`src/rtl/clk_mon_pkg.sv`:
```
// Shared definitions for the slow-clock edge monitor: FSM encoding and
// the width of the optional error counter.
package clk_mon_pkg;

    typedef enum logic [1:0] {
        ST_IDLE   = 2'd0,
        ST_ACQ    = 2'd1,
        ST_LOCKED = 2'd2
    } state_e;

    localparam int ERR_W = 16;

endpackage : clk_mon_pkg

```
`src/rtl/clk_edge_monitor_sync_edge_det.sv`:
```
// Synchroniser for an asynchronous slow clock, followed by a previous-sample
// register and registered one-cycle rise/fall pulses. A transition on sclk_i
// shows up on rise_o/fall_o SYNC_STAGES+1 clk_i edges later.
module sync_edge_det #(
    parameter int SYNC_STAGES = 2
) (
    input  logic clk_i,
    input  logic rst_i,
    input  logic sclk_i,
    output logic rise_o,
    output logic fall_o
);

    logic [SYNC_STAGES-1:0] sync_q;
    logic                   prev_q;
    logic                   rise_q;
    logic                   fall_q;
    logic                   sync_out;
    logic                   edge_w;

    assign sync_out = sync_q[SYNC_STAGES-1];
    assign edge_w   = sync_out ^ prev_q;

    // Shift the async input through the chain and register the edge pulses.
    always_ff @(posedge clk_i) begin
        if (rst_i) begin
            sync_q <= '0;
            prev_q <= 1'b0;
            rise_q <= 1'b0;
            fall_q <= 1'b0;
        end else begin
            sync_q <= {sync_q[SYNC_STAGES-2:0], sclk_i};
            prev_q <= sync_out;
            rise_q <= edge_w & sync_out;
            fall_q <= edge_w & ~sync_out;
        end
    end

    assign rise_o = rise_q;
    assign fall_o = fall_q;

endmodule : sync_edge_det

```
`src/rtl/clk_edge_monitor.sv`:
```
// Receive-side monitor for a slow clock asynchronous to clk_i: edge pulses,
// half-period measurement and a lock FSM judged against exp_half_i.
// Optional feature macro: CLK_MON_ERRCNT_EN (counts bad edges and timeouts
// seen while LOCKED; otherwise err_cnt_o is tied to zero).
// Handshake note: there is no valid/ready pair here; rise_o/fall_o/lost_o are
// single-cycle strobes and half_per_o is valid from each edge pulse onwards.
import clk_mon_pkg::*;

module clk_edge_monitor #(
    parameter int SYNC_STAGES = 2,
    parameter int CNT_W       = 8,
    parameter int LOCK_N      = 4,
    parameter int TOL         = 1,
    parameter int TIMEOUT     = 255
) (
    input  logic             clk_i,
    input  logic             rst_i,
    input  logic             sclk_i,
    input  logic [CNT_W-1:0] exp_half_i,
    output logic             rise_o,
    output logic             fall_o,
    output logic [CNT_W-1:0] half_per_o,
    output logic             locked_o,
    output logic             lost_o,
    output logic [ERR_W-1:0] err_cnt_o,
    output state_e           dbg_state_o
);

    localparam int GW = $clog2(LOCK_N + 1);
    localparam logic [CNT_W-1:0] CNT_MAX = '1;

    logic             edge_w;
    logic [CNT_W-1:0] cnt_q, cnt_d;
    logic [CNT_W-1:0] half_q, half_d;
    logic [GW-1:0]    good_q, good_d;
    state_e           state_q, state_d;
    logic             locked_q, locked_d;
    logic             lost_q, lost_d;
    logic [CNT_W:0]   meas;
    logic [CNT_W:0]   exp_ext;
    logic [CNT_W:0]   diff;
    logic             good_w;
    logic             timeout_w;
    logic             mon_on;

    sync_edge_det #(.SYNC_STAGES(SYNC_STAGES)) u_sync (
        .clk_i  (clk_i),
        .rst_i  (rst_i),
        .sclk_i (sclk_i),
        .rise_o (rise_o),
        .fall_o (fall_o)
    );

    assign edge_w    = rise_o | fall_o;
    assign meas      = {1'b0, cnt_q} + {{CNT_W{1'b0}}, 1'b1};
    assign exp_ext   = {1'b0, exp_half_i};
    assign diff      = (meas >= exp_ext) ? (meas - exp_ext) : (exp_ext - meas);
    assign mon_on    = (exp_half_i != '0);
    assign good_w    = mon_on && (diff <= (CNT_W+1)'(TOL));
    assign timeout_w = (cnt_q == CNT_W'(TIMEOUT));

    // Half-period counter and measurement capture.
    always_comb begin
        cnt_d  = (cnt_q == CNT_MAX) ? cnt_q : cnt_q + 1'b1;
        half_d = half_q;
        if (edge_w) begin
            cnt_d  = '0;
            half_d = meas[CNT_W] ? CNT_MAX : meas[CNT_W-1:0];
        end
    end

    // Lock FSM next state; an edge takes priority over a coincident timeout.
    always_comb begin
        state_d = state_q;
        good_d  = good_q;
        lost_d  = 1'b0;
        if (!mon_on) begin
            state_d = ST_IDLE;
            good_d  = '0;
            lost_d  = (state_q == ST_LOCKED);
        end else begin
            case (state_q)
                ST_IDLE: begin
                    good_d = '0;
                    if (edge_w) state_d = ST_ACQ;
                end
                ST_ACQ: begin
                    if (edge_w) begin
                        if (good_w) begin
                            if (good_q + GW'(1) == GW'(LOCK_N)) begin
                                state_d = ST_LOCKED;
                                good_d  = '0;
                            end else begin
                                good_d = good_q + GW'(1);
                            end
                        end else begin
                            good_d = '0;
                        end
                    end else if (timeout_w) begin
                        state_d = ST_IDLE;
                        good_d  = '0;
                    end
                end
                ST_LOCKED: begin
                    if (edge_w) begin
                        if (!good_w) begin
                            state_d = ST_ACQ;
                            good_d  = '0;
                            lost_d  = 1'b1;
                        end
                    end else if (timeout_w) begin
                        state_d = ST_IDLE;
                        good_d  = '0;
                        lost_d  = 1'b1;
                    end
                end
                default: begin
                    state_d = ST_IDLE;
                    good_d  = '0;
                end
            endcase
        end
        locked_d = (state_d == ST_LOCKED);
    end

    // State, counter and registered status outputs.
    always_ff @(posedge clk_i) begin
        if (rst_i) begin
            cnt_q    <= '0;
            half_q   <= '0;
            good_q   <= '0;
            state_q  <= ST_IDLE;
            locked_q <= 1'b0;
            lost_q   <= 1'b0;
        end else begin
            cnt_q    <= cnt_d;
            half_q   <= half_d;
            good_q   <= good_d;
            state_q  <= state_d;
            locked_q <= locked_d;
            lost_q   <= lost_d;
        end
    end

`ifdef CLK_MON_ERRCNT_EN
    logic [ERR_W-1:0] err_q;
    logic             err_inc;

    assign err_inc = (state_q == ST_LOCKED) && mon_on &&
                     ((edge_w && !good_w) || (!edge_w && timeout_w));

    // Saturating count of unlock events caused by bad edges or timeouts.
    always_ff @(posedge clk_i) begin
        if (rst_i) begin
            err_q <= '0;
        end else if (err_inc && (err_q != {ERR_W{1'b1}})) begin
            err_q <= err_q + 1'b1;
        end
    end

    assign err_cnt_o = err_q;
`else
    assign err_cnt_o = '0;
`endif

    assign half_per_o  = half_q;
    assign locked_o    = locked_q;
    assign lost_o      = lost_q;
    assign dbg_state_o = state_q;

endmodule : clk_edge_monitor

```
`config.mk`:
```
export PLATFORM = sky130hd
export DESIGN_NAME = clk_edge_monitor
export DESIGN_NICKNAME = d
export VERILOG_FILES = /design/src/rtl/clk_mon_pkg.sv /design/src/rtl/clk_edge_monitor_sync_edge_det.sv /design/src/rtl/clk_edge_monitor.sv
export SDC_FILE = /design/constraint.sdc
export NUM_CORES = 1
export LEC_CHECK = 0
export CAP_MARGIN = 0
export CORE_MARGIN = 2
export CORE_UTILIZATION = 58
export DETAILED_ROUTE_END_ITERATION = 10
export PLACE_DENSITY = 0.89
export SYNTH_ARGS = -nofsm -noshare
export SYNTH_HDL_FRONTEND = slang
export SYNTH_SLANG_ARGS = --single-unit
```
`constraint.sdc`:
```
create_clock -name clk_i -period 4.8 [get_ports clk_i]
set_input_delay 0.48 -clock clk_i [delete_from_list [all_inputs] [get_ports clk_i]]
set_output_delay 0.48 -clock clk_i [all_outputs]
set_load 0.05 [all_outputs]
```
==> results of run 1 <==
==> cell type report <==
class                      instances  share of cell area (%)
sequential                        28                    21.8
timing repair buffer              24                    9.36
inverter                          26                    3.80
multi-input combinational        222                    60.4
tap                               50                    2.44
clock buffer                       4                    2.14
==> stage by stage <==
step | total power [mW] | instance area [um^2] | hold WS (ns) | worst slack, ns | std cells
final | 0.572 | 2570 | 0.413 | 1.42 | 354
after global placement | 0.425 | 2510 | 0.399 | 1.44 | 350
after global routing | 0.598 | 2570 | 0.448 | 1.14 | 354
after floorplan | 0.398 | 2390 | 0.383 | 1.84 | 304
after detailed placement | 0.429 | 2510 | 0.405 | 1.38 | 350
after CTS | 0.571 | 2570 | 0.418 | 1.44 | 354
==> synthesized netlist by cell type (all sizes together) (2+ instances only) <==
cell	instances
nor2b	8
o21ai	13
inv	26
a21oi	17
nand2	14
nand3b	4
xnor2	8
clkbuf	4
a22o	2
nand3	5
o2111ai	3
nand2b	4
fa	2
ha	24
a2111oi	2
and3	4
dfxtp	28
xor2	3
nor3b	3
nor2	36
nor4	5
a311oi	5
nor3	6
a21o	5
nand4	3
a211oi	9
buf	24
or3	5
==> report_power, final <==
part	total, mW	internal, mW	switching [mW]
combinational	0.184	0.0615	0.122
sequential	0.245	0.239	0.00567
clock	0.143	0.0734	0.0700
total	0.572	0.374	0.198
==> cell families after synthesis <==
kind of cell | Yosys count
simple gates | 103
compound gates | 66
other cells | 1
flops | 28
xor+xnor | 11
fa+ha+maj | 26
buf+inv | 54
==> sequential cells by signal, summed over array words and instances, names as in the netlist, 2 cells and up <==
signal and flops:
cnt_q 8, half_per_o 8, good_q 3, dbg_state_o 2, u_sync.sync_q 2
==> how the worst min path moves through the flow <==
stage	startpoint	to	slack, ns	depth (start not counted)
floorplan	u_sync.prev_q	u_sync.rise_o	0.38	1
global placement	u_sync.sync_q[1]	u_sync.fall_o	0.40	1
detailed placement	u_sync.prev_q	u_sync.rise_o	0.41	1
CTS	u_sync.prev_q	u_sync.rise_o	0.42	1
global route	u_sync.prev_q	u_sync.rise_o	0.45	1
finish	u_sync.prev_q	u_sync.rise_o	0.41	1
==> metal layers <==
layer  vias up  part of all wire (%)
met1       989                    44
met4         0                   2.2
met2        86                    47
met5         -                     0
met3        16                   6.2
li1       1013                     -
==> flow_summary_export.csv, run 1 <==
group,metric,value,unit
synth,ys_seq_area_share,24.0,%
floorplanning,die_h,67.5,um
timing,worst_pin_slew,0.546,ns
grt,grt_pass1_wl,8650,um
floorplanning,num_rows,23,
floorplanning,initial_core_util,59.3,%
job,cap_violations,0,
route,drt_iter0_drc,209,
place,dp_hpwl,4060,um
setup_path,cp.required,4.97,ns
cts,postCtsHoldBufs,0,
setup_path,worstPathCellList,"ha_1, and3_4, nand3_1, xnor2_1, ha_1, a21oi_1, o22a_1, nor3b_2, nor2_1, or3_1, o2111ai_4, o21ai_2, a22o_1",
synth,synth_xor_area_share,4.12,%
synth,yosysTopAreaCell,"dfxtp_1",
final_layout,fin_nets,342,
grt,grt-ovfl-total,0,
worst_hold_path,hp-class,"flop to flop",
synth,synth_area_leaders,"dfxtp_1 24%, ha_1 13%, buf_4 5.8%, nor2_1 5.8%, inv_1 4.2%",
floorplanning,die_area,4550,um^2
timing,setup_viol_count_final,0,
route,vias,2104,
synth,synth_top_family_by_area,"simple AND/OR/NAND/NOR gates",
final_layout,antenna_cells,0,
cts,clkSlewWorstSetupHoldPaths,0.09,ns
grt,top_usage_layer,"met2",
synth,async_flop_share,0,%
timing,tns,0,ns
synth,synth.area.mux_share,0,%
synth,synth-seq-cells,28,
route,ant_nets,0,
setup_path,cp_max_fo,12,
grt,met3_usage,4.83,%
cts,post-cts-setup-buffers,0,
setup_path,reg2regPathDepth,13,
pwr,power_density,223,nW/um^2
cts,clock-sinks,28,
setup_path,critPathBufInv,0,
grt,grt_util_met2,41.9,%
setup_path,cp_common_cell,"ha_1",
cts,cts_max_level,1,
setup_path,r2r_end,"good_q[1]",
floorplanning,pin_count,41,
final_layout,drive_gt1_share,5.92,%
grt,grtUsageMet1,31.0,%
synth,synth_top_area_share,24.0,%
setup_path,r2r-start,"cnt_q[0]",
setup_path,worst-path-stages,13,
final_layout,synthToLayoutAreaGrowth,9.85,%
floorplanning,fp.dieW,67.5,um
grt,grt_usage,24.6,%
timing,slew_violations,0,
final_layout,fin_util,65.1,%
place,io_buffer_count,24,
final_layout,fillers,329,
synth,synth_edf_count,0,
route,totalWireLength,5280,um
setup_path,critPathTopFamily,"simple AND/OR/NAND/NOR gates",
cts,root_buffer,"clkbuf_8",
pwr,leakagePower,1.06,nW
synth,synth_compound_area_share,21.2,%
route,drc,0,
timing,worst_clock_skew,0.00153,ns
pwr,max-vdd-ir-drop,0.187,mV
timing,fin_crit_sh,70.4,%
synth,ys.flop_type,"dfxtp_1",
synth,syn_inst,289,
synth,syn-cell-area,2340,um^2
cts,ctsResizeCount,0,
setup_path,start_kind,"flop",
synth,synth.distinct_cells,58,
synth,synth-simple-area-share,23.9,%
timing,fmax,0.296,GHz
setup_path,max_stage_delay,0.43,ns
place,gp_congestion,0.965,
synth,yosysWarnings,0,
timing,finalHoldViolCount,0,
run_status,run_status,"completed",
setup_path,arrival,3.56,ns
floorplanning,fp.coreArea,3940,um^2
grt,antenna_found_initial,0,
cts,clock_latency,0.27,ns
route,wl_per_cell,14.9,um
setup_path,rrSetupSlack,1.42,ns
cts,cts_buffers,3,
cts,cts_tree,"yes",
grt,grt_pass1_vias,1942,
synth,syn-mean-instance-area,8.09,um^2
route,routed_via_density,5.94,
setup_path,crit_type,"flop to flop",
route,first_pass_iters,4,
setup_path,crit_start,"cnt_q[0]",
timing,period_minus_slack,3.38,ns
cts,cts.path.max_buffers,2,
timing,rsz0062_at_grt,"no",
setup_path,endpoint_kind,"flop",
final_layout,layout_commonest_cell,"nor2_1",
synth,synth_fa_ha_area_share,14.6,%
final_layout,register_area,561,um^2
timing,max_slew_margin,63.5,%
final_layout,multi_input_area,1550,um^2
setup_path,crit_end,"good_q[1]",
final_layout,final_cell_mix,"36 x nor2_1, 28 x dfxtp_1, 26 x inv_1",
grt,grt_max_degree,27,
setup_path,cp_slowest_cell,"ha_1",
(Power assumes the default switching activity.)
==> run 2: changes to the inputs <==
CORE_UTILIZATION = 48   (was 58)
PLACE_DENSITY = 0.79   (was 0.89)
clock period = 3.08 ns   (was 4.8 ns; I/O delays follow)
==> flow_summary_export.csv, run 2 (synthesized netlist as in run 1, its figures left out) <==
group,metric,value,unit
run_status,run_status,"completed",
setup_path,endpoint_kind,"flop",
floorplanning,num_rows,25,
final_layout,fillers,409,
timing,worst_pin_slew,0.561,ns
route,ant_nets,0,
route,totalWireLength,5660,um
timing,finalHoldViolCount,0,
route,vias,2154,
final_layout,antenna_cells,0,
floorplanning,die_h,73.8,um
timing,setup_viol_count_final,0,
final_layout,register_area,572,um^2
pwr,comb_power_share,32.7,%
final_layout,synthToLayoutAreaGrowth,25.9,%
cts,clock_latency,0.28,ns
setup_path,worst-path-stages,13,
setup_path,crit_end,"good_q[2]",
setup_path,r2r_end,"good_q[2]",
route,routed_via_density,5.48,
final_layout,drive_gt1_share,20.2,%
route,drt_iter0_drc,126,
setup_path,cp.required,3.26,ns
pwr,leakagePower,1.21,nW
place,placed_area,2700,um^2
setup_path,worstPathCellList,"nand4_1, nor2_1, xnor2_1, inv_1, ha_4, a21o_1, a21o_1, a2111oi_4, a211oi_1, a32o_2, o2111ai_4, o21ai_2, a22o_1",
pwr,max-vdd-ir-drop,0.344,mV
floorplanning,pin_count,41,
timing,fmax,0.336,GHz
setup_path,start_kind,"flop",
grt,antenna_found_initial,0,
setup_path,cp_common_cell,"a21o_1",
cts,cts_tree,"yes",
setup_path,critPathBufInv,1,
timing,max_slew_margin,62.2,%
setup_path,reg2regPathDepth,13,
place,dp_hpwl,4400,um
grt,grt_max_degree,27,
final_layout,layout_commonest_cell,"nor2_1",
timing,period_minus_slack,2.98,ns
route,first_pass_iters,5,
pwr,clkPwrFrac,28.8,%
cts,cts.path.max_buffers,2,
cts,clock-sinks,28,
cts,root_buffer,"clkbuf_8",
setup_path,cp_max_fo,7,
route,drc,0,
setup_path,cp_slowest_cell,"dfxtp_4",
cts,cts_buffers,3,
grt,grt_pass1_wl,8870,um
timing,slew_violations,0,
cts,post-cts-setup-buffers,0,
setup_path,arrival,3.16,ns
timing,fin_crit_sh,96.8,%
grt,grt_usage,21.0,%
grt,grt_pass1_vias,1937,
pwr,power_frac_seq,38.5,%
pwr,p_sw,320,uW
pwr,internal_power,678,uW
setup_path,crit_start,"cnt_q[0]",
setup_path,r2r-start,"cnt_q[0]",
job,cap_violations,0,
setup_path,critPathTopFamily,"compound AO/OA/AOI/OAI gates",
floorplanning,die_area,5440,um^2
final_layout,final_cell_mix,"35 x nor2_1, 26 x inv_1, 24 x clkdlybuf4s50_1",
floorplanning,initial_core_util,49.5,%
pwr,sw_frac_of_total,32.0,%
final_layout,fin_nets,364,
worst_hold_path,hp-class,"flop to flop",
floorplanning,fp.coreArea,4720,um^2
final_layout,multi_input_area,1710,um^2
place,io_buffer_count,24,
place,gp_congestion,0.896,
timing,worst_clock_skew,0.00908,ns
grt,grt-ovfl-total,0,
final_layout,layout.cells.non_filler,393,
route,wl_per_cell,14.4,um
setup_path,rrSetupSlack,0.1,ns
place,place_inst,389,
cts,clkSlewWorstSetupHoldPaths,0.10,ns
setup_path,crit_type,"flop to flop",
pwr,power_density,339,nW/um^2
final_layout,stdcell_area,2940,um^2
setup_path,max_stage_delay,0.38,ns
floorplanning,fp.dieW,73.8,um
cts,cts_max_level,1,
run 2: cell count changes in the layout (fill, tap and decap cells not counted), moves of 3 or more:
cell,change
xnor2_1,-3
dfxtp_2,+3
dfxtp_1,-5
ha_1,-4
a21oi_2,+3
buf_4,+22
a21oi_1,-3
ha_4,+3
run 2: layout make-up:
type                    instances  share of cell area, %
clock buffers                   3                   1.40
clock inverters                 1                   1.02
multi-input cells             222                   58.2
flip-flops and latches         28                   19.4
inverters                      26                   3.32
repair buffers                 46                   13.8
well taps                      67                   2.85
run 2: metrics by stage:
step | util (%) | hold WS (ns) | setup TNS (ns) | setup slack [ns] | power (mW)
4_1_cts | 59.3 | 0.408 | 0 | 0.00579 | 0.989
3_5_place_dp | 57.1 | 0.394 | -0.122 | -0.0434 | 0.700
6_report | 62.3 | 0.410 | 0 | 0.0994 | 0.998
2_1_floorplan | - | 0.380 | 0 | 0.117 | 0.621
5_1_grt | 62.3 | 0.441 | -0.00503 | -0.00503 | 1.05
3_3_place_gp | 57.1 | 0.393 | 0 | 0.0214 | 0.697
run 2: power groups by stage:
stage                     sequential (mW)  clock [mW]  combinational [mW]
after floorplan                     0.411           0               0.210
after global placement              0.390           0               0.308
after detailed placement            0.390           0               0.310
after CTS                           0.383       0.293               0.314
after global routing                0.385       0.310               0.355
final                               0.384       0.287               0.327
run 2: per-layer routing:
layer | up-vias | GRT usage (%) | share of wire, %
met5 | - | 0 | 0
met2 | 72 | 34.7 | 49
met4 | 0 | 7.47 | 1.7
met1 | 1011 | 27.6 | 45
li1 | 1061 | - | -
met3 | 10 | 3.16 | 4.9
run 2: worst min path at each step:
stage,start,endpoint,slack (ns),cells past startpoint
2_1_floorplan,rst_i,u_sync.sync_q[0],0.38,1
3_3_place_gp,u_sync.prev_q,u_sync.rise_o,0.39,1
3_5_place_dp,u_sync.prev_q,u_sync.rise_o,0.39,1
4_1_cts,u_sync.prev_q,u_sync.rise_o,0.41,1
5_1_grt,u_sync.prev_q,u_sync.rise_o,0.44,1
6_report,u_sync.prev_q,u_sync.rise_o,0.41,1
run 2: timing repair:
item | in CTS | in global routing
pin swaps | 3 | 12
setup endpoints to repair | 4 | 7
hold buffers | 0 | 0
gates resized for setup | 7 | 28
==> run 3: changes to the inputs <==
CAP_MARGIN = 20   (was 0)
==> results of run 3 <==
Final layout, timing and power as in run 2 (identical DEF).
